--- src/rtl/sfx_sequencer.sv ---
// Sound-effect sequencer: arbitrates paddle/border/win event pulses by
// priority and steps the Music beat index through each effect's range,
// holding every index for BEAT_DIV clock cycles. Index 0 means silence.
module sfx_sequencer #(
  parameter int unsigned BEAT_DIV     = 32'd12500000,
  parameter logic [7:0]  PADDLE_FIRST = 8'd1,
  parameter logic [7:0]  PADDLE_LAST  = 8'd5,
  parameter logic [7:0]  BORDER_FIRST = 8'd6,
  parameter logic [7:0]  BORDER_LAST  = 8'd7,
  parameter logic [7:0]  WIN_FIRST    = 8'd8,
  parameter logic [7:0]  WIN_LAST     = 8'd13
) (
  input  logic       clk,
  input  logic       rst_n,
  input  logic       paddle_req,
  input  logic       border_req,
  input  logic       win_req,
  input  logic       mute,
  output logic [7:0] beat_num,
  output logic       busy,
  output logic [1:0] active_sfx
);

  // class codes double as priority: 3 win > 2 border > 1 paddle > 0 none
  typedef enum logic {IDLE, PLAY} state_t;

  state_t      state_q, state_d;
  logic [7:0]  beat_q, beat_d;
  logic [1:0]  act_q, act_d;
  logic [2:0]  pend_q, pend_d;   // bit0 paddle, bit1 border, bit2 win
  logic [31:0] div_q, div_d;
  logic        busy_q, busy_d;

  function automatic logic [1:0] hi_class(input logic [2:0] v);
    if (v[2])      return 2'd3;
    else if (v[1]) return 2'd2;
    else if (v[0]) return 2'd1;
    else           return 2'd0;
  endfunction

  function automatic logic [7:0] first_of(input logic [1:0] c);
    case (c)
      2'd1:    return PADDLE_FIRST;
      2'd2:    return BORDER_FIRST;
      2'd3:    return WIN_FIRST;
      default: return 8'd0;
    endcase
  endfunction

  function automatic logic [7:0] last_of(input logic [1:0] c);
    case (c)
      2'd1:    return PADDLE_LAST;
      2'd2:    return BORDER_LAST;
      2'd3:    return WIN_LAST;
      default: return 8'd0;
    endcase
  endfunction

  function automatic logic [2:0] class_bit(input logic [1:0] c);
    case (c)
      2'd1:    return 3'b001;
      2'd2:    return 3'b010;
      2'd3:    return 3'b100;
      default: return 3'b000;
    endcase
  endfunction

  logic [2:0]  req;
  logic [2:0]  cand;
  logic [1:0]  hreq;
  logic [1:0]  sel;
  logic        adv;

  assign req  = {win_req, border_req, paddle_req};
  assign hreq = hi_class(req);
  assign adv  = (div_q == (BEAT_DIV - 32'd1));

  // next-state: mute first, then start/preempt/restart, then beat advance
  always_comb begin
    state_d = state_q;
    beat_d  = beat_q;
    act_d   = act_q;
    pend_d  = pend_q;
    div_d   = div_q;
    cand    = 3'b000;
    sel     = 2'd0;
    if (mute) begin
      state_d = IDLE;
      beat_d  = 8'd0;
      act_d   = 2'd0;
      pend_d  = 3'b000;
      div_d   = 32'd0;
    end else begin
      case (state_q)
        IDLE: begin
          cand  = req | pend_q;
          div_d = 32'd0;
          if (cand != 3'b000) begin
            sel     = hi_class(cand);
            state_d = PLAY;
            beat_d  = first_of(sel);
            act_d   = sel;
            pend_d  = cand & ~class_bit(sel);
          end
        end
        default: begin
          cand  = pend_q | req;
          div_d = adv ? 32'd0 : div_q + 32'd1;
          if (hreq != 2'd0 && hreq >= act_q) begin
            // higher class preempts (old effect dropped); same class restarts
            sel    = hreq;
            beat_d = first_of(sel);
            act_d  = sel;
            div_d  = 32'd0;
            pend_d = cand & ~class_bit(sel);
          end else begin
            // lower-priority requests just latch as pending
            pend_d = cand;
            if (adv) begin
              if (beat_q < last_of(act_q)) begin
                beat_d = beat_q + 8'd1;
              end else if (cand != 3'b000) begin
                sel    = hi_class(cand);
                beat_d = first_of(sel);
                act_d  = sel;
                pend_d = cand & ~class_bit(sel);
              end else begin
                state_d = IDLE;
                beat_d  = 8'd0;
                act_d   = 2'd0;
                pend_d  = 3'b000;
              end
            end
          end
        end
      endcase
    end
    busy_d = (state_d == PLAY);
  end

  // state and registered outputs
  always_ff @(posedge clk or negedge rst_n) begin
    if (!rst_n) begin
      state_q <= IDLE;
      beat_q  <= 8'd0;
      act_q   <= 2'd0;
      pend_q  <= 3'b000;
      div_q   <= 32'd0;
      busy_q  <= 1'b0;
    end else begin
      state_q <= state_d;
      beat_q  <= beat_d;
      act_q   <= act_d;
      pend_q  <= pend_d;
      div_q   <= div_d;
      busy_q  <= busy_d;
    end
  end

  assign beat_num   = beat_q;
  assign busy       = busy_q;
  assign active_sfx = act_q;

endmodule

--- config.mk ---
export PLATFORM = sky130hd
export DESIGN_NAME = sfx_sequencer
export DESIGN_NICKNAME = d
export VERILOG_FILES = /design/src/rtl/sfx_sequencer.sv
export SDC_FILE = /design/constraint.sdc
export NUM_CORES = 1
export LEC_CHECK = 0
export ABC_AREA = 1
export CELL_PAD_IN_SITES_DETAIL_PLACEMENT = 0
export CELL_PAD_IN_SITES_GLOBAL_PLACEMENT = 1
export CORE_UTILIZATION = 44
export CTS_CLUSTER_DIAMETER = 100
export DETAILED_ROUTE_END_ITERATION = 10
export GPL_TIMING_DRIVEN = 0
export PLACE_DENSITY = 0.86
export SYNTH_ARGS = -nofsm -noshare
export SYNTH_HDL_FRONTEND = slang
export SYNTH_SLANG_ARGS = --single-unit
--- constraint.sdc ---
create_clock -name clk -period 2.05 [get_ports clk]
set_input_delay 0.41 -clock clk [delete_from_list [all_inputs] [get_ports clk]]
set_output_delay 0.41 -clock clk [all_outputs]
set_load 0.1 [all_outputs]
==> results of run 1 <==
==> how the worst max path moves through the flow <==
stage / end / slack (ns)
floorplan: pend_q[0] / 0.005
global placement: active_sfx[0] / -1.11
detailed placement: div_q[26] / -0.59
CTS: div_q[26] / 0.002
global route: beat_num[2] / -0.01
finish: active_sfx[0] / 0.05
==> flip-flops by register name (all words and copies together), names as in the netlist <==
register    flops
busy            1
active_sfx      2
div_q          32
beat_num        8
pend_q          3
==> repair_timing <==
action | CTS | global route
pin swaps | 4 | 2
gates cloned | 1 | 0
endpoints found under the setup margin | 54 | 46
buffers inserted | 5 | 1
resized for setup | 21 | 14
==> cell type report <==
class                   instances  area (um2)
fillers                       629        2980
multi-input cells             292        1580
flip-flops and latches         46        1160
repair buffers                 24         220
inverters                      56         213
well taps                      77        96.3
clock buffers                   7        86.3
plain buffers                   3        37.5
clock inverters                 1        5.00
==> kinds of logic after synthesis <==
kind of cell / Yosys count
AO/OA/AOI/OAI: 42
AND/OR/NAND/NOR: 233
adder cells (fa/ha/maj): 7
flip-flops: 46
XOR/XNOR: 10
buffers and inverters: 59
==> synthesized netlist by cell type, drive strengths merged <==
| library cell | number | area, um2 |
|---|---|---|
| o21a | 1 | 7.51 |
| xor2 | 8 | 70.1 |
| nand2 | 97 | 392 |
| inv | 56 | 210 |
| nor4 | 2 | 12.5 |
| or2 | 2 | 15.0 |
| nor3 | 19 | 106 |
| a31oi | 1 | 6.26 |
| nor2 | 76 | 380 |
| nand4 | 8 | 50.1 |
| dfrtp | 46 | 1150 |
| a21oi | 21 | 109 |
| o21ai | 14 | 70.1 |
| buf | 3 | 33.8 |
| nand3 | 27 | 158 |
| xnor2 | 2 | 17.5 |
| o211ai | 3 | 22.5 |
| ha | 7 | 87.6 |
| a211oi | 2 | 15.0 |
| nand3b | 2 | 15.0 |
==> power by group through the flow <==
stage / combinational, W / sequential (W) / clock [W]
detailed placement: 0.000691 / 0.00102 / 0
floorplan: 0.000329 / 0.00120 / 0
global route: 0.000833 / 0.00101 / 0.000634
CTS: 0.000719 / 0.00100 / 0.000604
global placement: 0.000684 / 0.00102 / 0
finish: 0.000759 / 0.00100 / 0.000575
==> metrics by stage <==
step	util, %	power [W]	hold slack [ns]	setup TNS, ns
global route	53.3	0.00248	0.0914	-0.0125
finish	53.3	0.00234	0.0628	0
detailed placement	50.4	0.00171	0.407	-21.75
floorplan	-	0.00153	0.114	0
CTS	52.5	0.00232	0.0747	0
global placement	50.2	0.00170	0.481	-59.62
==> layout by cell type (no fill, tap or decap), types with 3 or more instances in the layout <==
master,count
a21oi_1,18
a21oi_2,3
buf_4,7
clkbuf_8,6
clkdlybuf4s15_1,3
dfrtp_1,41
dfrtp_4,3
dlygate4sd2_1,9
ha_1,7
inv_1,46
inv_2,9
nand2_1,86
nand2_2,7
nand2_4,4
nand3_1,24
nand4_1,8
nor2_1,58
nor2_2,8
nor2_4,10
nor3_1,16
o211ai_1,3
o21ai_0,7
o21ai_1,7
xor2_1,8
==> layer usage <==
layer,track usage [%],vias to the layer above,part of all wire [%]
li1,-,1332,-
met1,29.9,1216,51
met2,31.9,57,44
met3,4.15,6,4.1
met4,5.70,0,1.1
met5,0,-,0
==> flow_metrics.env, run 1 <==
export IMPL_yosysWarnings=0
export IMPL_status="completed"
export IMPL_cts_buffers=5
export IMPL_fp_dieW_um=83.6
export IMPL_cp_startpoint="active_sfx[0]"
export IMPL_synthXorXnorAreaFrac_pct=2.99
export IMPL_cts_sinks=46
export IMPL_initialDrtViolationCount=140
export IMPL_synth_mux_area_share_pct=0
export IMPL_synthAdderAreaFrac_pct=2.99
export IMPL_netlist_area_mm2=0.00293
export IMPL_cellPowerDensity_mw_per_mm2=686
export IMPL_critPathRequiredTime_ns=1.64
export IMPL_antenna_found_initial=0
export IMPL_wl_per_cell_um=13.2
export IMPL_syn_avg_cell_area_um2=7.38
export IMPL_rsz0062_at_grt="true"
export IMPL_cts_root_buf="clkbuf_8"
export IMPL_grt_overflow=0
export IMPL_antennaDiodeCount=0
export IMPL_crit_path_cell_trace="clkdlybuf4s15_1"
export IMPL_clk_path_buf_depth=2
export IMPL_power_leakage_nw=1.50
export IMPL_max_stage_delay_ns=0.83
export IMPL_grt_max_degree=27
export IMPL_postCtsHoldBufs=0
export IMPL_grt_pass1_vias=2506
export IMPL_fp_dieH_um=83.6
export IMPL_synth_top_family_by_area="simple AND/OR/NAND/NOR gates"
export IMPL_intPower_w=0.00146
export IMPL_dp_hpwl_um=4940
export IMPL_synth_simple_area_share_pct=38.5
export IMPL_setup_ws_ns=0.0486
export IMPL_worstSetupPathDepth=1
export IMPL_ir_drop_mv=0.503
export IMPL_drtPass1Iterations=4
export IMPL_pre_cts_ws_ns=-0.587
export IMPL_slew_violations=0
export IMPL_p_sw_w=0.000877
export IMPL_ctsHtreeMaxLevel=2
export IMPL_wl_um=6670
export IMPL_rr_worst_depth=10
export IMPL_cp_arrival_ns=1.59
export IMPL_core_mm2=0.00639
export IMPL_die_area_mm2=0.00699
export IMPL_portBuffers=16
export IMPL_place_inst=491
export IMPL_path_class="reg2out"
export IMPL_critPathBufInv=1
export IMPL_via_count=2611
export IMPL_fin_cells=506
export IMPL_hold_class="in2async"
export IMPL_pin_count=17
export IMPL_p_sw_share_pct=37.5
export IMPL_crit_path_top_delay_cell="clkdlybuf4s15_1"
export IMPL_drc=0
export IMPL_ys_types=31
export IMPL_finalCritPeriodShare_pct=97.6
export IMPL_worstSetupEndpointType="output pin"
export IMPL_rrSetupSlack_ns=0.12
export IMPL_cp_max_fo=7
export IMPL_fin_crit_ns=2.00
export IMPL_pwr_share_seq_pct=42.9
export IMPL_place_congestion=0.858
export IMPL_power_frac_clock_pct=24.6
export IMPL_final_nets=441
export IMPL_fin_area_mm2=0.00341
export IMPL_initial_utilization_pct=45.9
export IMPL_fin_skew_ns=0.00900
export IMPL_path_clk_slew_ns=0.09
export IMPL_gr_usage_all_layers_pct=20.8
export IMPL_start_kind="register"
export IMPL_drive_gt1_share_pct=17.7
export IMPL_path_delay_family="buffers and inverters"
export IMPL_placed_cell_area_mm2=0.00322
export IMPL_syn_inst=397
export IMPL_antenna_left=0
export IMPL_grt_pass1_wl_um=11700
export IMPL_synth_seq_area_share_pct=39.3
export IMPL_area_delta_synth_final_pct=16.3
export IMPL_synth_seq_cells=46
export IMPL_synth_compound_area_share_pct=7.86
export IMPL_hold_violations=0
export IMPL_setup_violations_final=0
export IMPL_maxSlewHeadroom_pct=36.7
export IMPL_fmax_mhz=500
export IMPL_vias_per_cell=5.16
export IMPL_rows=29
export IMPL_cap_violations=0
export IMPL_clock_latency_ns=0.30
export IMPL_syn_nets=410
export IMPL_worst_slew_pin_slew_ns=0.954
export IMPL_cts_tree="yes"
export IMPL_reg2reg_to="div_q[10]"
export IMPL_pwr_share_comb_pct=32.5
export IMPL_r2r_start="active_sfx[0]"
(Power assumes the default switching activity.)
==> run 2, diff against run 1 <==
--- a/config.mk
+++ b/config.mk
@@ -16,3 +16,4 @@
 export SYNTH_ARGS = -nofsm -noshare
 export SYNTH_HDL_FRONTEND = slang
 export SYNTH_SLANG_ARGS = --single-unit
+export TNS_END_PERCENT = 50
==> results of run 2 <==
No change in the layout: final DEF, timing and power equal those of run 1.
==> run 3, diff against run 2 <==
--- a/config.mk
+++ b/config.mk
@@ -11,8 +11,8 @@
 export CORE_UTILIZATION = 44
 export CTS_CLUSTER_DIAMETER = 100
 export DETAILED_ROUTE_END_ITERATION = 10
-export GPL_TIMING_DRIVEN = 0
-export PLACE_DENSITY = 0.86
+export PLACE_DENSITY_LB_ADDON = 0.2
+export SKIP_LAST_GASP = 1
 export SYNTH_ARGS = -nofsm -noshare
 export SYNTH_HDL_FRONTEND = slang
 export SYNTH_SLANG_ARGS = --single-unit
==> run 3 against run 2 <==
Against the previous run: wire length is 3.1% higher; final area rose by 3.1%; register-to-register slack better by 0.02 ns; via count increased by 0.84%; sequential share of layout area shrank 1.0 points; maximum frequency rose by 4.7%; sequential cell count is the same; setup slack better by 0.089 ns; combinational power grew 1%; hold slack lost 0.052 ns; critical path type is now reg2reg; highest routed layer unchanged.
==> flow_metrics.env, run 3 (synthesis gave the netlist of run 1 again) <==
export IMPL_status="completed"
export IMPL_drc=0
export IMPL_place_inst=506
export IMPL_fp_dieW_um=83.6
export IMPL_place_congestion=0.844
export IMPL_antenna_found_initial=0
export IMPL_p_sw_share_pct=35.9
export IMPL_path_clk_slew_ns=0.09
export IMPL_vias_per_cell=5.08
export IMPL_rows=29
export IMPL_die_area_mm2=0.00699
export IMPL_grt_overflow=0
export IMPL_setup_ws_ns=0.138
export IMPL_power_leakage_nw=1.54
export IMPL_wl_per_cell_um=13.3
export IMPL_intPower_w=0.00157
export IMPL_grt_busiest_layer="met1"
export IMPL_fmax_mhz=523
export IMPL_path_class="reg2reg"
export IMPL_met1_usage_pct=32.0
export IMPL_clk_path_buf_depth=2
export IMPL_cts_root_buf="clkbuf_8"
export IMPL_fin_area_mm2=0.00351
export IMPL_cellPowerDensity_mw_per_mm2=697
export IMPL_hold_violations=0
export IMPL_final_util_pct=55.0
export IMPL_cts_tree="yes"
export IMPL_pre_cts_ws_ns=-0.486
export IMPL_grt_use_met2_pct=31.5
export IMPL_fin_crit_ns=1.91
export IMPL_cp_max_fo=7
export IMPL_cp_arrival_ns=2.14
export IMPL_postCtsHoldBufs=0
export IMPL_critPathRequiredTime_ns=2.28
export IMPL_portBuffers=16
export IMPL_pwr_share_seq_pct=41.0
export IMPL_placed_cell_area_mm2=0.00331
export IMPL_worstSetupEndpointType="register"
export IMPL_grt_pass1_vias=2467
export IMPL_ir_drop_mv=0.493
export IMPL_maxSlewHeadroom_pct=73.8
export IMPL_worst_slew_pin_slew_ns=0.389
export IMPL_final_common_cell="nand2_1"
export IMPL_clock_latency_ns=0.30
export IMPL_grt_pass1_wl_um=11900
export IMPL_max_flop_register="div_q"
export IMPL_ctsHtreeMaxLevel=2
export IMPL_layout_common_cells="87 x nand2_1, 58 x nor2_1, 46 x inv_1, 41 x dfrtp_1, 30 x buf_4"
export IMPL_initialDrtViolationCount=158
export IMPL_rr_worst_depth=11
export IMPL_gr_usage_all_layers_pct=21.2
export IMPL_fin_cells=518
export IMPL_p_sw_w=0.000878
export IMPL_power_frac_clock_pct=27.6
export IMPL_final_nets=453
export IMPL_grt_util_met3_pct=3.56
export IMPL_pin_count=17
export IMPL_finalCritPeriodShare_pct=93.3
export IMPL_area_delta_synth_final_pct=19.9
export IMPL_cap_violations=0
export IMPL_via_count=2633
export IMPL_rsz0062_at_grt="true"
export IMPL_slew_violations=0
export IMPL_hold_class="in2async"
export IMPL_dp_hpwl_um=5340
export IMPL_grt_max_degree=23
export IMPL_drtPass1Iterations=4
export IMPL_largest_register_ffs=32
export IMPL_wl_um=6880
export IMPL_fp_dieH_um=83.6
export IMPL_drive_gt1_share_pct=22.2
export IMPL_fin_skew_ns=0.00953
export IMPL_pwr_share_comb_pct=31.4
export IMPL_start_kind="register"
export IMPL_antennaDiodeCount=0
export IMPL_totalNegativeSetupSlack_ns=0
export IMPL_initial_utilization_pct=45.9
export IMPL_antenna_left=0
export IMPL_setup_violations_final=0
export IMPL_core_mm2=0.00639
export IMPL_cts_buffers=5
export IMPL_cts_sinks=46
[run 3: cell count changes in the layout (fill, tap and decap cells not counted), sizes merged]
cell	delta
buf	+23
dlygate4sd2	-7
clkdlybuf4s15	-4
bufinv	+1
clkinv	-1
[run 3: path summary, 6_finish.rpt]
check	start	end	slack, ns
max in group asynchronous	rst_n	active_sfx[0]	1.52
worst min-delay path	rst_n	div_q[3]	0.01
min in group clk	beat_num[6]	beat_num[6]	0.52
worst min register to register	beat_num[6]	beat_num[6]	0.52
worst max-delay path	active_sfx[0]	pend_q[0]	0.14
worst max register to register	active_sfx[0]	pend_q[0]	0.14
[run 3: power groups by stage]
stage | Combinational, W | Sequential [W] | Clock [W]
6_report | 0.000767 | 0.00100 | 0.000676
5_1_grt | 0.000852 | 0.00101 | 0.000726
4_1_cts | 0.000752 | 0.00100 | 0.000692
3_5_place_dp | 0.000735 | 0.00102 | 0
3_3_place_gp | 0.000730 | 0.00102 | 0
2_1_floorplan | 0.000329 | 0.00120 | 0
[run 3: metal layers]
metal  share of wire [%]  vias to the layer above
met5                   0                        -
met4                 1.0                        0
met3                 3.9                        7
met2                  43                       53
met1                  52                     1217
li1                    -                     1356
[run 3: timing repair]
action | in CTS | in global routing
setup endpoints to repair | 33 | 33
setup buffers | 1 | 3
resized for setup | 12 | 9
pin swaps | 3 | 4
[run 3: layout make-up]
class	count	area, um2
inverters	56	213
multi-input cells	292	1590
clock inverters	1	30.0
fillers	625	2880
clock buffers	7	76.3
well taps	77	96.3
repair buffers	39	337
flip-flops and latches	46	1160
[run 3: stage by stage]
stage / power [W] / hold slack (ns)
after detailed placement: 0.00176 / 0.358
after global placement: 0.00175 / 0.344
after global routing: 0.00259 / 0.0289
final: 0.00245 / 0.0106
after CTS: 0.00245 / 0.0268
after floorplan: 0.00153 / 0.114
[run 3: critical path, cell delays in order, from the launching register on]
cell	delay (ns)
dfrtp_4	0.52
or2_2	0.31
ha_1	0.27
nand2_1	0.06
nand2_1	0.05
nand2_1	0.09
nand2_2	0.09
nand2_2	0.11
nand2_1	0.09
nand2_1	0.07
nand2_1	0.05
a21oi_2	0.14
